--- src/rtl/enc_16x4_scan.sv ---
// enc_16x4_scan: self-test scanner and 16-to-4 encoder for 4x16 decoders.
// The scanner steps {W,X,Y,Z} through all 16 codes, holding each one for
// SETTLE_CYC cycles. It then captures D_in and encodes it, and records any
// line whose response differs from the expected one-hot value.
// Optional build macro ENC_PRIORITY_EN: a multi-hot sample is resolved to its
// highest set bit (code_valid=1). Without the macro a multi-hot sample reports
// code_valid=0 and code_out=0.
//
// state  | meaning
// IDLE   | waiting for start; outputs hold the last scan result
// DRIVE  | address held on W,X,Y,Z while the decoder settles
// SAMPLE | D_in captured
// CHECK  | capture encoded, fault recorded, address advanced
// FIN    | scan complete; done pulses in the following cycle
module enc_16x4_scan #(
    parameter int SETTLE_CYC = 2
) (
    input  logic        clk,
    input  logic        rst_n,
    input  logic        start,
    input  logic [15:0] D_in,
    output logic        W,
    output logic        X,
    output logic        Y,
    output logic        Z,
    output logic        busy,
    output logic        done,
    output logic [3:0]  code_out,
    output logic        code_valid,
    output logic        multi_hot,
    output logic [15:0] fault_map,
    output logic [4:0]  fault_cnt
);

    typedef enum logic [2:0] {
        IDLE   = 3'd0,
        DRIVE  = 3'd1,
        SAMPLE = 3'd2,
        CHECK  = 3'd3,
        FIN    = 3'd4
    } state_t;

    // The settle counter counts down to zero, so DRIVE lasts exactly SETTLE_CYC cycles.
    localparam logic [3:0] SETTLE_LOAD = 4'(SETTLE_CYC - 1);

    state_t      state;
    logic [3:0]  addr;
    logic [3:0]  settle_cnt;
    logic [15:0] cap;

    logic [3:0]  hi_idx;
    logic        any_set;
    logic        multi;
    logic        mismatch;

    assign {W, X, Y, Z} = addr;

    // Encode the captured value: highest set bit, any bit set, more than one bit set.
    always_comb begin
        hi_idx  = 4'd0;
        any_set = 1'b0;
        for (int i = 0; i < 16; i++) begin
            if (cap[i]) begin
                hi_idx  = 4'(i);
                any_set = 1'b1;
            end
        end
        multi    = (cap & (cap - 16'd1)) != 16'd0;
        mismatch = cap != (16'h0001 << addr);
    end

    // Scan sequencer with registered status outputs.
    always_ff @(posedge clk or negedge rst_n) begin
        if (!rst_n) begin
            state      <= IDLE;
            addr       <= 4'd0;
            settle_cnt <= 4'd0;
            cap        <= 16'd0;
            busy       <= 1'b0;
            done       <= 1'b0;
            code_out   <= 4'd0;
            code_valid <= 1'b0;
            multi_hot  <= 1'b0;
            fault_map  <= 16'd0;
            fault_cnt  <= 5'd0;
        end else begin
            done <= 1'b0;
            case (state)
                IDLE: begin
                    if (start) begin
                        fault_map  <= 16'd0;
                        fault_cnt  <= 5'd0;
                        code_out   <= 4'd0;
                        code_valid <= 1'b0;
                        multi_hot  <= 1'b0;
                        addr       <= 4'd0;
                        settle_cnt <= SETTLE_LOAD;
                        busy       <= 1'b1;
                        state      <= DRIVE;
                    end
                end
                DRIVE: begin
                    if (settle_cnt == 4'd0) begin
                        state <= SAMPLE;
                    end else begin
                        settle_cnt <= settle_cnt - 4'd1;
                    end
                end
                SAMPLE: begin
                    cap   <= D_in;
                    state <= CHECK;
                end
                CHECK: begin
                    multi_hot <= multi;
                    if (!any_set) begin
                        code_out   <= 4'd0;
                        code_valid <= 1'b0;
                    end else if (!multi) begin
                        code_out   <= hi_idx;
                        code_valid <= 1'b1;
                    end else begin
`ifdef ENC_PRIORITY_EN
                        code_out   <= hi_idx;
                        code_valid <= 1'b1;
`else
                        code_out   <= 4'd0;
                        code_valid <= 1'b0;
`endif
                    end
                    if (mismatch) begin
                        fault_map[addr] <= 1'b1;
                        fault_cnt       <= fault_cnt + 5'd1;
                    end
                    // Address 15 wraps to 0, so W,X,Y,Z are already back at 0 during FIN.
                    addr       <= addr + 4'd1;
                    settle_cnt <= SETTLE_LOAD;
                    state      <= (addr == 4'd15) ? FIN : DRIVE;
                end
                FIN: begin
                    done  <= 1'b1;
                    busy  <= 1'b0;
                    addr  <= 4'd0;
                    state <= IDLE;
                end
                default: begin
                    busy  <= 1'b0;
                    addr  <= 4'd0;
                    state <= IDLE;
                end
            endcase
        end
    end

endmodule

--- config.mk ---
export PLATFORM = sky130hd
export DESIGN_NAME = enc_16x4_scan
export DESIGN_NICKNAME = d
export VERILOG_FILES = /design/src/rtl/enc_16x4_scan.sv
export SDC_FILE = /design/constraint.sdc
export NUM_CORES = 1
export LEC_CHECK = 0
export CORE_MARGIN = 8
export CORE_UTILIZATION = 48
export CTS_CLUSTER_SIZE = 25
export DETAILED_ROUTE_END_ITERATION = 8
export PLACE_DENSITY = 0.75
export REMOVE_ABC_BUFFERS = 1
export SLEW_MARGIN = 5
export SYNTH_ARGS = -nofsm -noshare
export SYNTH_HDL_FRONTEND = slang
export SYNTH_SLANG_ARGS = --single-unit
--- constraint.sdc ---
create_clock -name clk -period 2.35 [get_ports clk]
set_input_delay 0.3525 -clock clk [delete_from_list [all_inputs] [get_ports clk]]
set_output_delay 0.3525 -clock clk [all_outputs]
set_load 0.005 [all_outputs]
# --- Word level (Yosys, flattened, before mapping) ---
# Cells that the tools add are included.
totals:
  output_inout_bits: 33
  in_bits: 19
  reg_bits: 56
  wordCells: 105
classes:
  mux: 59
  n_bitwise: 4
  addsub: 4
  n_eq_ne: 10
  n_lt_le_gt_ge: 2
  n_reduce_logical: 14
  shifts: 1
op_table:
  columns: ["operator", "count"]
  rows:
  - ["$mux W4", 19]
  - ["$mux W16", 2]
  - ["$pmux W16 S2", 1]
  - ["$pmux W4 S3", 2]
  - ["$mux W1", 23]
  - ["$and A16 B16 Y16", 1]
  - ["$ne A16 B16 Y1", 1]
  - ["$or A16 B16 Y16", 1]
  - ["$reduce_bool A16 Y1", 1]
  - ["$shl A1 B4 Y16 const A", 1]
  - ["$sub A16 B1 Y16 const B", 1]
  - ["$pmux W3 S4", 1]
  - ["$mux W5", 2]
  - ["$pmux W5 S2", 1]
  - ["$mux W3", 3]
  - ["$ne A2 B2 Y1 const B", 4]
  - ["$pmux W4 S2", 1]
  - ["$reduce_and A2 Y1", 4]
  - ["$eq A3 B2 Y1 const B", 2]
  - ["$pmux W1 S2", 3]
  - ["$reduce_and A3 Y1", 2]
  - ["$add A5 B1 Y5 const B", 1]
  - ["$lt A4 B5 Y1 const B", 1]
  - ["$add A4 B1 Y4 const B", 1]
  - ["other kinds (14)", 15]

# --- Logic depth before layout (Yosys ltp) ---
# Gate-level depths: netlist of run 1.
logic_depth:
  word_depth: 18
  ltp_mapped: 9
  ltp_nobuf: 8

# --- Least setup slack after synthesis of run 1 ---
# Ideal clock, no wire load.
synth_timing:
  kind: "reg-to-reg"
  from: "register addr[0]"
  to: "register fault_map[0]"
  path_stages_with_launch: 10
  period_less_slack_ps: 2340
  path_slack_ps: 10
  arrival_ps: 2219
  setup_time_ps: 121
  n_path_buf: 1
  t_required_ps: 2229
  path_cell_list: "dfrtp_1 > inv_1 > ha_1 > nand2b_2 > a21oi_1 > or3_4 > a2111oi_4 > a21oi_2 > buf_6 > a22o_1"
synth_between:
  elab_chain_cells: 7
  word_cells_on_any_way: 12
  cone_classes: "2 x order compare; 2 x eq/ne; 1 x shift; 4 x mux; 1 x bitwise; 2 x reduce/logical"
synth_lines:
  columns: ["element", "line", "rtl"]
  rows:
  - ["start, declared", "47", "logic [3:0] addr;"]
  - ["start signal, assigned", "135", "addr <= addr + 4'd1;"]
  - ["$lt A4 B5 Y1 (implied by the code) or $ge A4 B1 Y1 (tied branches)", "131", "fault_map[addr] <= 1'b1;"]
  - ["$logic_and A1 B1 Y1 (implied by the code)", "131", null]
  - ["$mux W1 (implied by the code)", "131", null]
  - ["$demux W1 S4", "131", null]
  - ["$or A16 B16 Y16 (no line)", null, null]
  - ["$mux W16", "130", "if (mismatch) begin"]
  - ["$pmux W16 S2", "88", "case (state)"]
  - ["end signal, assigned", "84", "fault_map <= 16'd0;"]
  - ["end signal, assigned", "91", "fault_map <= 16'd0;"]
  - ["end signal, assigned by index", "131", null]
  - ["end, declared", "31", "output logic [15:0] fault_map,"]
# Several ways; a longest one is shown, not always the timed one. The select of a mux whose other input is x is not followed.
# A chain may end at the register's enable or synchronous reset.

# --- Final worst setup path of run 1 ---
layout_timing:
  from: "register addr[0]"
  to: "register fault_map[6]"
# Same word-level chain as after synthesis.

==> results of run 1 <==
## timing repair
action | in CTS | in global routing
endpoints found under the hold margin | 0 | 0
resized for setup | 0 | 13
setup buffers | 0 | 1
endpoints found under the setup margin | 0 | 21
## final cells by class
cell class,count,share of cell area
multi-input cells,242,0.3992
flip-flops and latches,56,0.3358
repair buffers,92,0.2004
well taps,77,0.02303
clock buffers,6,0.01974
inverters,14,0.01256
clock inverters,2,0.009270
## synth_stat cells, types with 2 or more instances
cell,n
a211o_1,2
a211oi_1,4
a21oi_1,24
a22o_1,16
and2_1,3
and3_1,16
buf_2,3
clkbuf_1,16
dfrtp_1,56
ha_1,8
inv_1,13
mux2_2,13
mux2i_1,4
nand2_1,26
nand2b_1,8
nand3b_1,3
nand4_1,4
nor2_1,29
nor2b_1,4
nor3_1,11
nor3b_1,4
nor4_1,6
o2111ai_1,2
o211ai_1,2
o21ai_0,11
o21ai_1,6
o22ai_1,3
o31a_1,2
o32a_1,2
or2_2,2
xnor2_1,5
## kinds of logic (layout without fill, tap and decap cells)
group,after synthesis,in the layout,synth area share
AND/OR/NAND/NOR,123,123,0.2056
flip-flops,56,56,0.4411
XOR/XNOR,5,5,0.01378
multiplexers,17,17,0.05868
buffers and inverters,37,114,0.04884
AO/OA/AOI/OAI,89,89,0.2005
adder cells (fa/ha/maj),8,8,0.03151
## routing by layer
| layer | track usage | up-vias |
|---|---|---|
| li1 | - | 1366 |
| met3 | 0.04054 | 10 |
| met2 | 0.2646 | 76 |
| met1 | 0.2297 | 1346 |
| met4 | 0.05361 | 0 |
| met5 | 0 | - |
## path summary, 6_finish.rpt
path                                              start                  endpoint  slack, ns  cells past startpoint
worst max register to register      addr[0]$_DFFE_PN0P_  fault_map[6]$_DFFE_PN0P_       0.11                      9
max in group asynchronous                         rst_n       addr[3]$_DFFE_PN0P_       1.70                      2
worst min-delay path                              rst_n        cap[4]$_DFFE_PN0P_       0.06                      1
worst max-delay path                addr[0]$_DFFE_PN0P_  fault_map[6]$_DFFE_PN0P_       0.11                      9
worst min register to register  code_out[0]$_DFFE_PN0P_   code_out[0]$_DFFE_PN0P_       0.50                      2
min in group clk                code_out[0]$_DFFE_PN0P_   code_out[0]$_DFFE_PN0P_       0.50                      2
## state kept, by name, indices dropped and copies added, names as in the netlist
register	flops
multi_hot	1
done	1
cap	16
fault_cnt	5
addr	4
code_out	4
fault_map	16
busy	1
settle_cnt	4
code_valid	1
state	3
## worst max-delay path, delay by kind of cell, from the launching register on
kind / cells / cell delay [ns]
adder cells (fa/ha/maj): 1 / 0.17
flip-flops: 1 / 0.46
AO/OA/AOI/OAI: 4 / 0.78
AND/OR/NAND/NOR: 2 / 0.42
buffers and inverters: 2 / 0.31
## power by group through the flow
stage               Sequential, mW  Clock, mW  Combinational, mW
floorplan                     1.74          0               1.44
global placement              1.66          0               2.70
detailed placement            1.68          0               2.76
CTS                           1.66      0.684               2.77
global route                  1.74      0.720               3.14
finish                        1.69      0.669               2.85
==> metrics, run 1 <==
synth top area cells=dfrtp_1 44%, mux2_2 4.6%, a22o_1 4.4%, a21oi_1 3.8%, nor2_1 3.4%; final core utilization=0.6552; Power Density=approximately 1200 mW/mm^2; post-route setup slack=0.1124 ns; Worst-path clk slew=~0.1 ns; top sig layer=met4; IO Pins=between 50 and 60; worst rel slew slack=0.5634; leading cell types in the layout, fill and taps excluded=53 x dfrtp_1, 50 x clkdlybuf4s50_1, 39 x buf_4; Worst setup EP type=flop; met2 WL post-DR=around 3.8 mm; Area after DPL=0.004001 sq mm; Most used DFF post-synth=dfrtp_1; asr flop ratio synth=1.000; Final Max Tran Viols=0; Avg Cell Area, Syn=~9.5 sq um; root buffer cell=clkbuf_8; die width=roughly 97 microns; core area=between 0.006 and 0.007 sq mm; CTS max path bufs=2; Hold Crit Class=primary input to async pin; Post-Layout Cell Count=between 400 and 500; metal3 WL=about 430 microns; DRC viols=0; total CTS buffers=5; Netlist cell types=58; Die Y=just under 100 microns; Sink Count=56; Clock power frac=0.129; Seq/Total Area, Yosys=0.4411; setup TNS=0 ns; # Max-Cap Violations=0; Hold WS=roughly 0.058 ns; # setup viols final=0; Psw=2.118 mW; Die ar.=~0.0095 sq mm; final wirelength=approximately 8.1 mm; crit share post-route=0.9522; vias in the first global route=~2.8k; FP Rows=29; Starting Density=0.4975; Metal-1 WL=3.816 mm; layout cells sized above 1=0.1966; crit-path max FO=13; critical-path cell list=buf_4 -> ha_4 -> nand2_1 -> a21oi_1 -> or3_4 -> a2111oi_4 -> a21oi_2 -> buf_12 -> a22o_1; diode count=0; minimum clock period=between 2 and 2.5 ns; Design Power=5.205 mW; Post-CTS Hold Fix Bufs=0; Max rail drop VDD=roughly 0.80 mV; Synth area leader=dfrtp_1; Sequential Power Share=0.324; multi-input logic area=about 0.0017 sq mm; Netlist Area Pre-Place=~0.0032 sq mm; Iter 0 DRT Violations=roughly 220; sequential standard cell area=0.001405 sq mm; WL per Instance=between 15 and 20 microns; post-route cell area=about 0.0042 sq mm; Setup WS pre-CTS=approximately 0.035 ns; drt pass-1 iters=4; WS Path Type=flop to flop; total grt overflow=0; Worst Skew=0.004518 ns; fillers=around 520; first-pass GRT wire length=between 10 and 15 mm; Max Clock Freq=~450 MHz; Syn-to-layout area delta=31.71%; TritonCTS clock tree=built; Placed Cells incl. Taps=480; crit path max-delay cell type=dfrtp_2; Mapped Cells=335; commonest non-fill, non-tap cell in the layout=dfrtp_1; leakage=1.853 nW; Worst Tran Pin Value=about 0.65 ns; antenna viol nets, final=0; drt via density=about 5.7; Worst EP required=between 2 and 3 ns; initial antenna violation count=0; Power Internal=around 3.1 mW; crit path launch type=flop; Fin. Hold Viols=0; status=completed; CTS H-tree lvls=2; WP data arrival=around 2.4 ns; number of synthesized flops with an enable pin=0; flop and latch count out of synthesis=56; sw frac=0.4068; Port Buffers=51; largest net degree at the start of global routing=38; slowest stage delay, CP=~0.46 ns; nets@finish=roughly 440; gr usage total=0.1711; area share of the largest cell type after synthesis=0.4411; Post-DP HPWL=roughly 6.1 mm; Yosys warnings=0; Gate power share=0.548; Via Count=between 2k and 3k; RePlAce Congestion=slightly above 0.9; latest clock arrival within the worst-skew pair=roughly 0.31 ns
Note: power is estimated with default switching activity, not from simulation.
==> run 2, diff against run 1 <==
--- a/config.mk
+++ b/config.mk
@@ -9,7 +9,7 @@
 export CORE_UTILIZATION = 48
 export CTS_CLUSTER_SIZE = 25
 export DETAILED_ROUTE_END_ITERATION = 8
-export PLACE_DENSITY = 0.75
+export PLACE_DENSITY_LB_ADDON = 0.1
 export REMOVE_ABC_BUFFERS = 1
 export SLEW_MARGIN = 5
 export SYNTH_ARGS = -nofsm -noshare
==> run 2 against run 1 <==
Cell count decreased by 0.82%. Power decreased by 5.2%. Flip-flop and latch count unchanged. Register-to-register slack about the same. Core utilization decreased by 1.6 points. First-iteration DRC count decreased by 29%. Global-route usage decreased by 0.17 points. Critical path depth unchanged. Non-clock buffer count decreased by 4. Worst setup slack got worse by 0.015 ns. Combinational power decreased by 5%.
==> metrics, run 2 (synthesis results as in run 1) <==
Syn-to-layout area delta=28.48% (was 31.71%); Final Max Tran Viols=0 (unchanged); crit-path max FO=17 (was 13); WP data arrival=2.45 ns (was 2.44 ns); Clock power frac=0.109 (was 0.129); RePlAce Congestion=0.9067 (was 0.9215); leakage=1.811 nW (was 1.853 nW); drt pass-1 iters=4 (unchanged); commonest non-fill, non-tap cell in the layout=dfrtp_1 (unchanged); Worst Skew=0.01123 ns (was 0.004518 ns); total grt overflow=0 (unchanged); Post-DP HPWL=6.018 mm (was 6.105 mm); drt via density=5.748 (was 5.722); fillers=539 (was 524); # Max-Cap Violations=0 (unchanged); crit share post-route=0.9584 (was 0.9522); # setup viols final=0 (unchanged); Via Count=2,788 (was 2,798); final wirelength=7.945 mm (was 8.143 mm); layout cells sized above 1=0.1740 (was 0.1966); DRC viols=0 (unchanged); Power Density=1209 mW/mm^2 (was 1244 mW/mm^2); worst rel slew slack=0.6964 (was 0.5634); Die ar.=0.009478 sq mm (unchanged); largest net degree at the start of global routing=57 (was 38); sw frac=0.4170 (was 0.4068); R2R depth=9 (unchanged); Max Clock Freq=444.0 MHz (was 446.9 MHz); Port Buffers=51 (unchanged); most frequent CP cell=ha_1; total CTS buffers=5 (unchanged); biggest regs=cap: 16 flops, fault_map: 16 flops, fault_cnt: 5 flops (unchanged); leading cell types in the layout, fill and taps excluded=56 x dfrtp_1, 50 x clkdlybuf4s50_1, 35 x buf_4 (was 53 x dfrtp_1, 50 x clkdlybuf4s50_1, 39 x buf_4); TritonCTS clock tree=built (unchanged); Die Y=97.36 microns (unchanged); Starting Density=0.4975 (unchanged); Sink Count=56 (unchanged); Fin. Hold Viols=0 (unchanged); Hold Crit Class=primary input to async pin (unchanged); critical-path cell list=ha_1 -> ha_1 -> and3b_1 -> o32a_1 -> o32ai_2 -> nor4_4 -> a21oi_2 -> buf_12 -> a22o_1 (was buf_4 -> ha_4 -> nand2_1 -> a21oi_1 -> or3_4 -> a2111oi_4 -> a21oi_2 -> buf_12 -> a22o_1); FP Rows=29 (unchanged); Iter 0 DRT Violations=155 (was 217); IO Pins=52 (unchanged); Max rail drop VDD=0.6883 mV (was 0.8049 mV); WS Path Type=flop to flop (unchanged); RSZ-0062 raised after global routing=no; core area=0.006386 sq mm (unchanged); Setup crit end=fault_map[12]$_DFFE_PN0P_ (was fault_map[6]$_DFFE_PN0P_); root buffer cell=clkbuf_8 (unchanged); Sequential Power Share=0.340 (was 0.324); Reg2Reg Setup Slack=0.1 ns (was 0.11 ns); setup TNS=0 ns (unchanged); crit path launch type=flop (unchanged); post-route cell area=0.004081 sq mm (was 0.004184 sq mm); WL per Instance=16.38 microns (was 16.65 microns); reg2reg end=fault_map[12]$_DFFE_PN0P_ (was fault_map[6]$_DFFE_PN0P_); gr usage total=0.1695 (was 0.1711); first-pass GRT wire length=13.54 mm (was 13.78 mm); initial antenna violation count=0 (unchanged); crit path from=addr[1]$_DFFE_PN0P_ (was addr[0]$_DFFE_PN0P_); Psw=2.058 mW (was 2.118 mW); CTS max path bufs=2 (unchanged); slowest stage delay, CP=0.42 ns (was 0.46 ns); Design Power=4.936 mW (was 5.205 mW); latest clock arrival within the worst-skew pair=0.31 ns (about the same); diode count=0 (unchanged); minimum clock period=2.252 ns (was 2.238 ns); crit path max-delay cell type=dfrtp_1 (was dfrtp_2); RR Startpoint=addr[1]$_DFFE_PN0P_ (was addr[0]$_DFFE_PN0P_); CTS H-tree lvls=2 (unchanged); antenna viol nets, final=0 (unchanged); Worst setup EP type=flop (unchanged); nets@finish=434 (was 438); status=completed (unchanged); Gate power share=0.551 (was 0.548); Worst-path clk slew=0.11 ns (was 0.10 ns); Worst EP required=2.55 ns (was 2.56 ns); Power Internal=2.878 mW (was 3.088 mW); Area after DPL=0.003971 sq mm (was 0.004001 sq mm); Worst Tran Pin Value=0.4512 ns (was 0.6549 ns); die width=97.36 microns (unchanged); vias in the first global route=2,777 (was 2,783)
[run 2: critical path, delay by kind of cell, from the launching register on]
kind                     cells  cell delay (ns)
flip-flops                   1             0.42
buffers and inverters        1             0.16
AND/OR/NAND/NOR              2             0.53
AO/OA/AOI/OAI                4             0.56
adder cells (fa/ha/maj)      2             0.45
[run 2: power by group through the flow]
| stage | registers, mW | logic (mW) | clock network, mW |
|---|---|---|---|
| CTS | 1.67 | 2.72 | 0.554 |
| global route | 1.73 | 3.02 | 0.587 |
| floorplan | 1.74 | 1.44 | 0 |
| finish | 1.68 | 2.72 | 0.539 |
| global placement | 1.68 | 2.66 | 0 |
| detailed placement | 1.69 | 2.71 | 0 |
[run 2: area by class of cell]
class,instances,area (sq um),area share
Clock buffer,6,72.57,0.01778
Multi-Input combinational cell,242,1634,0.4004
Tap cell,77,96.34,0.02361
Timing Repair Buffer,88,808.3,0.1980
Clock inverter,2,16.27,0.003985
Inverter,14,52.55,0.01288
Sequential cell,56,1401,0.3433
[run 2: worst min path at each step]
stage,from,endpoint,slack [ns],depth (start not counted)
after floorplan,rst_n,addr[0]$_DFFE_PN0P_,0.06,0
after global placement,rst_n,fault_map[13]$_DFFE_PN0P_,0.37,2
after detailed placement,rst_n,fault_map[12]$_DFFE_PN0P_,0.37,2
after CTS,rst_n,code_out[3]$_DFFE_PN0P_,0.03,2
after global routing,rst_n,fault_map[1]$_DFFE_PN0P_,0.05,2
final,rst_n,fault_map[1]$_DFFE_PN0P_,0.02,2
[run 2: per-layer routing]
| layer | vias to the layer above | GRT usage | share of wire |
|---|---|---|---|
| met5 | - | 0 | 0 |
| li1 | 1357 | - | - |
| met2 | 88 | 0.2615 | 0.46 |
| met4 | 0 | 0.06177 | 0.021 |
| met1 | 1328 | 0.2241 | 0.46 |
| met3 | 15 | 0.04125 | 0.065 |
[run 2: what timing repair did]
item,in CTS,in global routing
hold buffers,0,0
buffers inserted,0,1
endpoints found under the setup margin,0,10
gates resized for setup,0,6
[run 2: stage by stage]
| stage | worst slack, ns | hold slack (ns) | utilization | cells |
|---|---|---|---|---|
| 6_report | 0.09786 | 0.01919 | 0.6391 | 485 |
| 5_1_grt | 0.01062 | 0.05295 | 0.6391 | 485 |
| 4_1_cts | 0.03268 | 0.02916 | 0.6358 | 484 |
| 3_5_place_dp | 0.05209 | 0.3740 | 0.6219 | 476 |
| 3_3_place_gp | 0.01152 | 0.3739 | 0.6219 | 476 |
| 2_1_floorplan | 0.04470 | 0.05691 | - | 312 |
